**src/rtl/safe_startup_sequencer.sv**
```systemverilog
// rtl/safe_startup_sequencer.sv - ordered multi-stage plant startup interlock with fault latching
module safe_startup_sequencer #(
  parameter int N_STAGES       = 4,
  parameter int TIMEOUT_CYCLES = 1000,
  parameter int SETTLE_CYCLES  = 16,
  localparam int IDX_W         = (N_STAGES > 2) ? $clog2(N_STAGES) : 1
) (
  input  logic                System_Clock,
  input  logic                System_Reset,
  input  logic                Start_Request,
  input  logic                Stop_Request,
  input  logic [N_STAGES-1:0] Stage_Confirm,
  input  logic                Fault_Clear,
  output logic [N_STAGES-1:0] Stage_Enable,
  output logic                Master_Start,
  output logic                Sequence_Busy,
  output logic                Fault,
  output logic [IDX_W-1:0]    Fault_Stage,
  output logic [1:0]          Fault_Code
);

  localparam int MAX_CYC = (TIMEOUT_CYCLES > SETTLE_CYCLES) ? TIMEOUT_CYCLES : SETTLE_CYCLES;
  localparam int CNT_W   = $clog2(MAX_CYC + 1);
  localparam logic [CNT_W-1:0] TO_LAST = CNT_W'(TIMEOUT_CYCLES - 1);
  localparam logic [CNT_W-1:0] ST_LAST = CNT_W'(SETTLE_CYCLES - 1);
  localparam logic [IDX_W-1:0] K_LAST  = IDX_W'(N_STAGES - 1);

  typedef enum logic [2:0] {S_IDLE, S_STEP, S_SETTLE, S_RUN, S_STOP, S_FAULT} state_t;

  state_t              state, state_n;
  logic [IDX_W-1:0]    k, k_n, fstage_n;
  logic [CNT_W-1:0]    cnt, cnt_n;
  logic [1:0]          code_n;
  logic [N_STAGES-1:0] en_n;
  logic                ms_n, busy_n, fault_n;
  logic                go, conf_k;
  logic                lost_any, early_any, low_any, high_any;
  logic [IDX_W-1:0]    lost_idx, early_idx, low_idx, high_idx;
  logic                f_hit;
  logic [1:0]          f_code;
  logic [IDX_W-1:0]    f_idx;

  assign go     = Start_Request && !Stop_Request;
  assign conf_k = Stage_Confirm[k];

  // Descending scan so the last hit recorded is the lowest index.
  always_comb begin : scan
    lost_any  = 1'b0;
    early_any = 1'b0;
    low_any   = 1'b0;
    high_any  = 1'b0;
    lost_idx  = '0;
    early_idx = '0;
    low_idx   = '0;
    high_idx  = '0;
    for (int j = N_STAGES - 1; j >= 0; j--) begin
      if (!Stage_Confirm[j]) begin
        low_any = 1'b1;
        low_idx = IDX_W'(j);
        if (j < int'(k)) begin
          lost_any = 1'b1;
          lost_idx = IDX_W'(j);
        end
      end else begin
        high_any = 1'b1;
        high_idx = IDX_W'(j);
        if (j > int'(k)) begin
          early_any = 1'b1;
          early_idx = IDX_W'(j);
        end
      end
    end
  end

  always_comb begin : next_state
    state_n  = state;
    k_n      = k;
    cnt_n    = cnt;
    code_n   = Fault_Code;
    fstage_n = Fault_Stage;
    f_hit    = 1'b0;
    f_code   = 2'b00;
    f_idx    = '0;
    case (state)
      S_IDLE: begin
        if (go) begin
          k_n   = '0;
          cnt_n = '0;
          if (high_any) begin
            f_hit  = 1'b1;
            f_code = 2'b10;
            f_idx  = high_idx;
          end else begin
            state_n = S_STEP;
          end
        end
      end
      S_STEP, S_SETTLE: begin
        cnt_n = cnt + CNT_W'(1);
        if (lost_any) begin
          f_hit  = 1'b1;
          f_code = 2'b11;
          f_idx  = lost_idx;
        end else if (early_any) begin
          f_hit  = 1'b1;
          f_code = 2'b10;
          f_idx  = early_idx;
        end else if (state == S_SETTLE && !conf_k) begin
          f_hit  = 1'b1;
          f_code = 2'b11;
          f_idx  = k;
        end else if (!go) begin
          state_n = S_STOP;
          cnt_n   = '0;
        end else if (state == S_STEP) begin
          // A confirm arriving on the timeout cycle still counts.
          if (conf_k) begin
            state_n = S_SETTLE;
            cnt_n   = '0;
          end else if (cnt == TO_LAST) begin
            f_hit  = 1'b1;
            f_code = 2'b01;
            f_idx  = k;
          end
        end else if (cnt == ST_LAST) begin
          cnt_n = '0;
          if (k == K_LAST) begin
            state_n = S_RUN;
          end else begin
            state_n = S_STEP;
            k_n     = k + IDX_W'(1);
          end
        end
      end
      S_RUN: begin
        if (low_any) begin
          f_hit  = 1'b1;
          f_code = 2'b11;
          f_idx  = low_idx;
        end else if (!go) begin
          state_n = S_STOP;
          k_n     = K_LAST;
          cnt_n   = '0;
        end
      end
      S_STOP: begin
        if (cnt == ST_LAST) begin
          cnt_n = '0;
          if (k == '0) state_n = S_IDLE;
          else         k_n     = k - IDX_W'(1);
        end else begin
          cnt_n = cnt + CNT_W'(1);
        end
      end
      S_FAULT: begin
        if (Fault_Clear && !Start_Request) begin
          state_n  = S_IDLE;
          k_n      = '0;
          cnt_n    = '0;
          code_n   = 2'b00;
          fstage_n = '0;
        end
      end
      default: state_n = S_IDLE;
    endcase
    if (f_hit) begin
      state_n  = S_FAULT;
      cnt_n    = '0;
      code_n   = f_code;
      fstage_n = f_idx;
    end
  end

  // Outputs decoded from the next state so they register with it.
  always_comb begin : decode
    en_n    = '0;
    ms_n    = 1'b0;
    busy_n  = 1'b0;
    fault_n = 1'b0;
    case (state_n)
      S_STEP, S_SETTLE: begin
        busy_n = 1'b1;
        for (int j = 0; j < N_STAGES; j++) en_n[j] = (j <= int'(k_n));
      end
      S_RUN: begin
        en_n = '1;
        ms_n = 1'b1;
      end
      S_STOP: begin
        busy_n = 1'b1;
        for (int j = 0; j < N_STAGES; j++) en_n[j] = (j < int'(k_n));
      end
      S_FAULT: fault_n = 1'b1;
      default: ;
    endcase
  end

  always_ff @(posedge System_Clock or posedge System_Reset) begin
    if (System_Reset) begin
      state         <= S_IDLE;
      k             <= '0;
      cnt           <= '0;
      Stage_Enable  <= '0;
      Master_Start  <= 1'b0;
      Sequence_Busy <= 1'b0;
      Fault         <= 1'b0;
      Fault_Stage   <= '0;
      Fault_Code    <= 2'b00;
    end else begin
      state         <= state_n;
      k             <= k_n;
      cnt           <= cnt_n;
      Stage_Enable  <= en_n;
      Master_Start  <= ms_n;
      Sequence_Busy <= busy_n;
      Fault         <= fault_n;
      Fault_Stage   <= fstage_n;
      Fault_Code    <= code_n;
    end
  end

endmodule

```
**config.mk**
```make
export PLATFORM = sky130hd
export DESIGN_NAME = safe_startup_sequencer
export DESIGN_NICKNAME = d
export VERILOG_FILES = /design/src/rtl/safe_startup_sequencer.sv
export SDC_FILE = /design/constraint.sdc
export NUM_CORES = 1
export LEC_CHECK = 0
export CAP_MARGIN = 20
export CELL_PAD_IN_SITES_DETAIL_PLACEMENT = 1
export CELL_PAD_IN_SITES_GLOBAL_PLACEMENT = 1
export CORE_MARGIN = 2
export CORE_UTILIZATION = 43
export CTS_CLUSTER_DIAMETER = 150
export CTS_CLUSTER_SIZE = 12
export DETAILED_ROUTE_END_ITERATION = 8
export PLACE_DENSITY = 0.78
export SLEW_MARGIN = 20
export SYNTH_ARGS = -nofsm -noshare
export SYNTH_HDL_FRONTEND = slang
export SYNTH_SLANG_ARGS = --single-unit
```
**constraint.sdc**
```tcl
create_clock -name System_Clock -period 3.1 [get_ports System_Clock]
set_clock_uncertainty 0.05 [all_clocks]
set_input_delay 0.465 -clock System_Clock [delete_from_list [all_inputs] [get_ports System_Clock]]
set_output_delay 0.465 -clock System_Clock [all_outputs]
set_load 0.02 [all_outputs]
```
==> results.md <==
* Vias/cell at 5.92
* CTS H-tree lvls at 1
* Hold Path Class: flip-flop to flip-flop
* Critical path arrival at 3160 ps
* PD cells at 707 nW/um^2
* Worst-path clk slew at 100 ps
* Run status: completed
* Initial Utilization at 45.0%
* Post-synth EDFFs at 0
* Ratio of final minimum period to clock period at 96.0%
* Site Rows at 24
* Gr usage total at 25.2%
* Worst-Margin Slew at 489 ps
* Setup ws final at 123 ps
* Final std cells w/o fill at 334
* Top Family by Delay on Critical Path: compound AO/OA/AOI/OAI gates
* Final Util at 57.5%
* Worst vdd ir at 396 uV
* Asr flop ratio synth at 100%
* Syn_nets at 246
* Setup crit end kind: flip-flop
* Worst-Skew Late Latency at 290 ps
* Die Y at 71.7 um
* Vias at 1977
* Worst-path cell with the longest stage delay: mux4_2
* GP Congestion at 0.849
* Setup violators final at 0
* TritonCTS clock tree: built
* Synthesis Warnings at 0
* Post-synth cell types at 63
* Clock Sink Count at 26
* Total die area at 5150 um^2
* Hpwl dp at 4530 um
* Buffer count from post-CTS setup fixing at 0
* Fin nets at 293
* Slew headroom at 67.4%
* CTS root buffer: clkbuf_8
* Ports at 20
* DRC errors left at 0
* TritonRoute pass-1 iters at 4
* IO Port Bufs at 19
* N_diodes at 0
* Worst setup SP type: input port
* Synth Instances at 236
* Placement Cell Area at 2440 um^2
* Drt wl/cell at 18.2 um
* Final hold violation count at 0
* Slew Viols, Final at 0
* CP cell instances: clkdlybuf4s50_1 > mux4_2 > a2111oi_4 > a211oi_1 > o31a_1 > o221a_1 > buf_4 > nor4_1 > a221o_1
* Pre-CTS setup slack at -183 ps
* Largest net degree at the start of global routing at 27
* Initial antenna violation count at 0
* Final Cell Area at 2520 um^2
* Synth Flop Type: dfrtp_1
* CP peak stage delay at 580 ps
* Max FO, Critical Path at 6
* Detail Route Antenna Nets at 0
* MaxCap Viol Count at 0
* F_max at 336 MHz
* Hold WS at 473 ps
* Fraction of layout cells with a size suffix above 1 at 20.2%
* Setup TNS at 0 ps
* Part of the Yosys area used for sequential elements at 33.0%
* CTS Buf Count at 3
* Core area at 4380 um^2
* Placed Cells at 330
* Synthesis-to-layout area growth at 27.8%
* Final min period at 2980 ps
* Die Wd at 71.7 um
* Vias in the first global route at 2009
* P_leak at 1.08 nW
* #FFs+latches synth at 26
* Worst endpoint required time at 3280 ps
* First-pass GRT wire length at 10200 um
* Initial DRC count at 112
* Crit path kind: input port to flip-flop
* Gr ovfl total at 0
* Clock Path Buffers at 2
* Cell Area, Synth at 1970 um^2
* Worst Path Buf+Inv at 2
* Power, Total at 1.78 mW
* Post-Route WL at 6100 um
* Avg Inst Size Synth at 8.36 um^2
[kinds of logic after synthesis]
family	synth area share, %
and+or+nand+nor	29.9
AOI/OAI and AO/OA	27.1
DFF	33.0
buffers and inverters	5.26
muxes	3.23
xor gates and xnor gates	0.888
adders and majority gates	0.634
[cells in the mapped netlist (3+ instances only)]
| cell | n | share of area [%] |
|---|---|---|
| nor4_1 | 4 | 1.3 |
| inv_1 | 10 | 1.9 |
| nor2b_1 | 8 | 2.5 |
| o31ai_1 | 3 | 1.1 |
| and3_1 | 6 | 1.9 |
| o21ai_0 | 12 | 3.0 |
| and2_1 | 3 | 0.95 |
| nor3_1 | 8 | 2.0 |
| o31a_1 | 3 | 1.3 |
| clkbuf_1 | 10 | 1.9 |
| a221o_1 | 5 | 2.5 |
| a21oi_1 | 12 | 3.0 |
| mux2i_1 | 3 | 1.5 |
| nand2_1 | 26 | 4.9 |
| nand2b_1 | 8 | 2.5 |
| nand3_1 | 13 | 3.3 |
| o21ai_1 | 4 | 1.0 |
| nor2_1 | 13 | 2.5 |
| dfrtp_1 | 26 | 33 |
[worst paths after layout]
check,startpoint,cells past startpoint,slack [ps],endpoint
worst max-delay path,Stage_Confirm[3],9,120,cnt[8]
max in group asynchronous,System_Reset,3,2260,cnt[7]
worst max register to register,k[1],8,210,cnt[8]
worst min register to register,Fault_Code[1],2,470,Fault_Code[1]
min in group asynchronous,System_Reset,3,480,Fault
worst min-delay path,Fault_Code[1],2,470,Fault_Code[1]
[power breakdown]
part | internal (mW) | total (mW) | switching [mW]
Combinational | 0.432 | 1.00 | 0.570
Sequential | 0.413 | 0.479 | 0.0660
Clock | 0.173 | 0.303 | 0.129
Total | 1.02 | 1.78 | 0.765
[worst reg2reg max path, cell delays in order (launching register included)]
cell,delay [ps]
dfrtp_1,660
mux4_2,470
a2111oi_4,370
a211oi_1,120
o31a_1,260
o221a_1,300
buf_4,190
nor4_1,250
a221o_1,150
[layout make-up]
type,instances,area [um^2]
Inverter,10,37.5
Tap cell,52,65.1
Fill cell,534,1860
Clock inverter,1,30.0
Timing Repair Buffer,56,468
Multi-Input combinational cell,186,1230
Clock buffer,3,41.3
Sequential cell,26,651
[placed cells by master, fill, tap and decap left out, types with 2 or more instances in the layout]
| master | n |
|---|---|
| a21boi_0 | 2 |
| inv_1 | 10 |
| nand3_1 | 13 |
| or4_1 | 2 |
| o211ai_1 | 2 |
| nor3_1 | 8 |
| a221o_1 | 5 |
| dfrtp_1 | 26 |
| or3_1 | 2 |
| and2_1 | 3 |
| nor2b_1 | 8 |
| a211o_1 | 2 |
| a21oi_1 | 11 |
| buf_4 | 37 |
| nor4b_2 | 2 |
| a22o_1 | 2 |
| a211oi_1 | 2 |
| nand2_1 | 26 |
| nor2_1 | 12 |
| o31a_1 | 3 |
| a31oi_1 | 2 |
| mux2i_1 | 3 |
| clkbuf_8 | 3 |
| nor4_1 | 4 |
| o31ai_1 | 3 |
| o21ai_0 | 12 |
| and3_1 | 6 |
| nand2b_1 | 8 |
| o21ai_1 | 3 |
| o211ai_2 | 2 |
| clkdlybuf4s50_1 | 19 |
| a22oi_1 | 2 |
| nor3b_1 | 2 |
| nand3b_1 | 2 |
| o2111ai_1 | 2 |
[sequential cells by signal, summed over array words and instances, names as in the netlist]
| register | count |
|---|---|
| cnt | 10 |
| Stage_Enable | 4 |
| state | 3 |
| Fault_Code | 2 |
| Fault_Stage | 2 |
| k | 2 |
| Fault | 1 |
| Master_Start | 1 |
| Sequence_Busy | 1 |
[metal layers]
metal	GRT usage [%]	wire length, um	vias to the layer above
met3	2.67	138	6
met5	0	0	-
li1	-	-	977
met4	8.39	81	0
met2	39.9	2910	31
met1	36.0	2960	963
[timing repair]
action                     4_1_cts  5_1_grt
gates resized for setup          0        3
hold endpoints to repair         0        0
hold buffers                     0        0
setup endpoints to repair        0       13
Note: power is estimated with default switching activity, not from simulation.
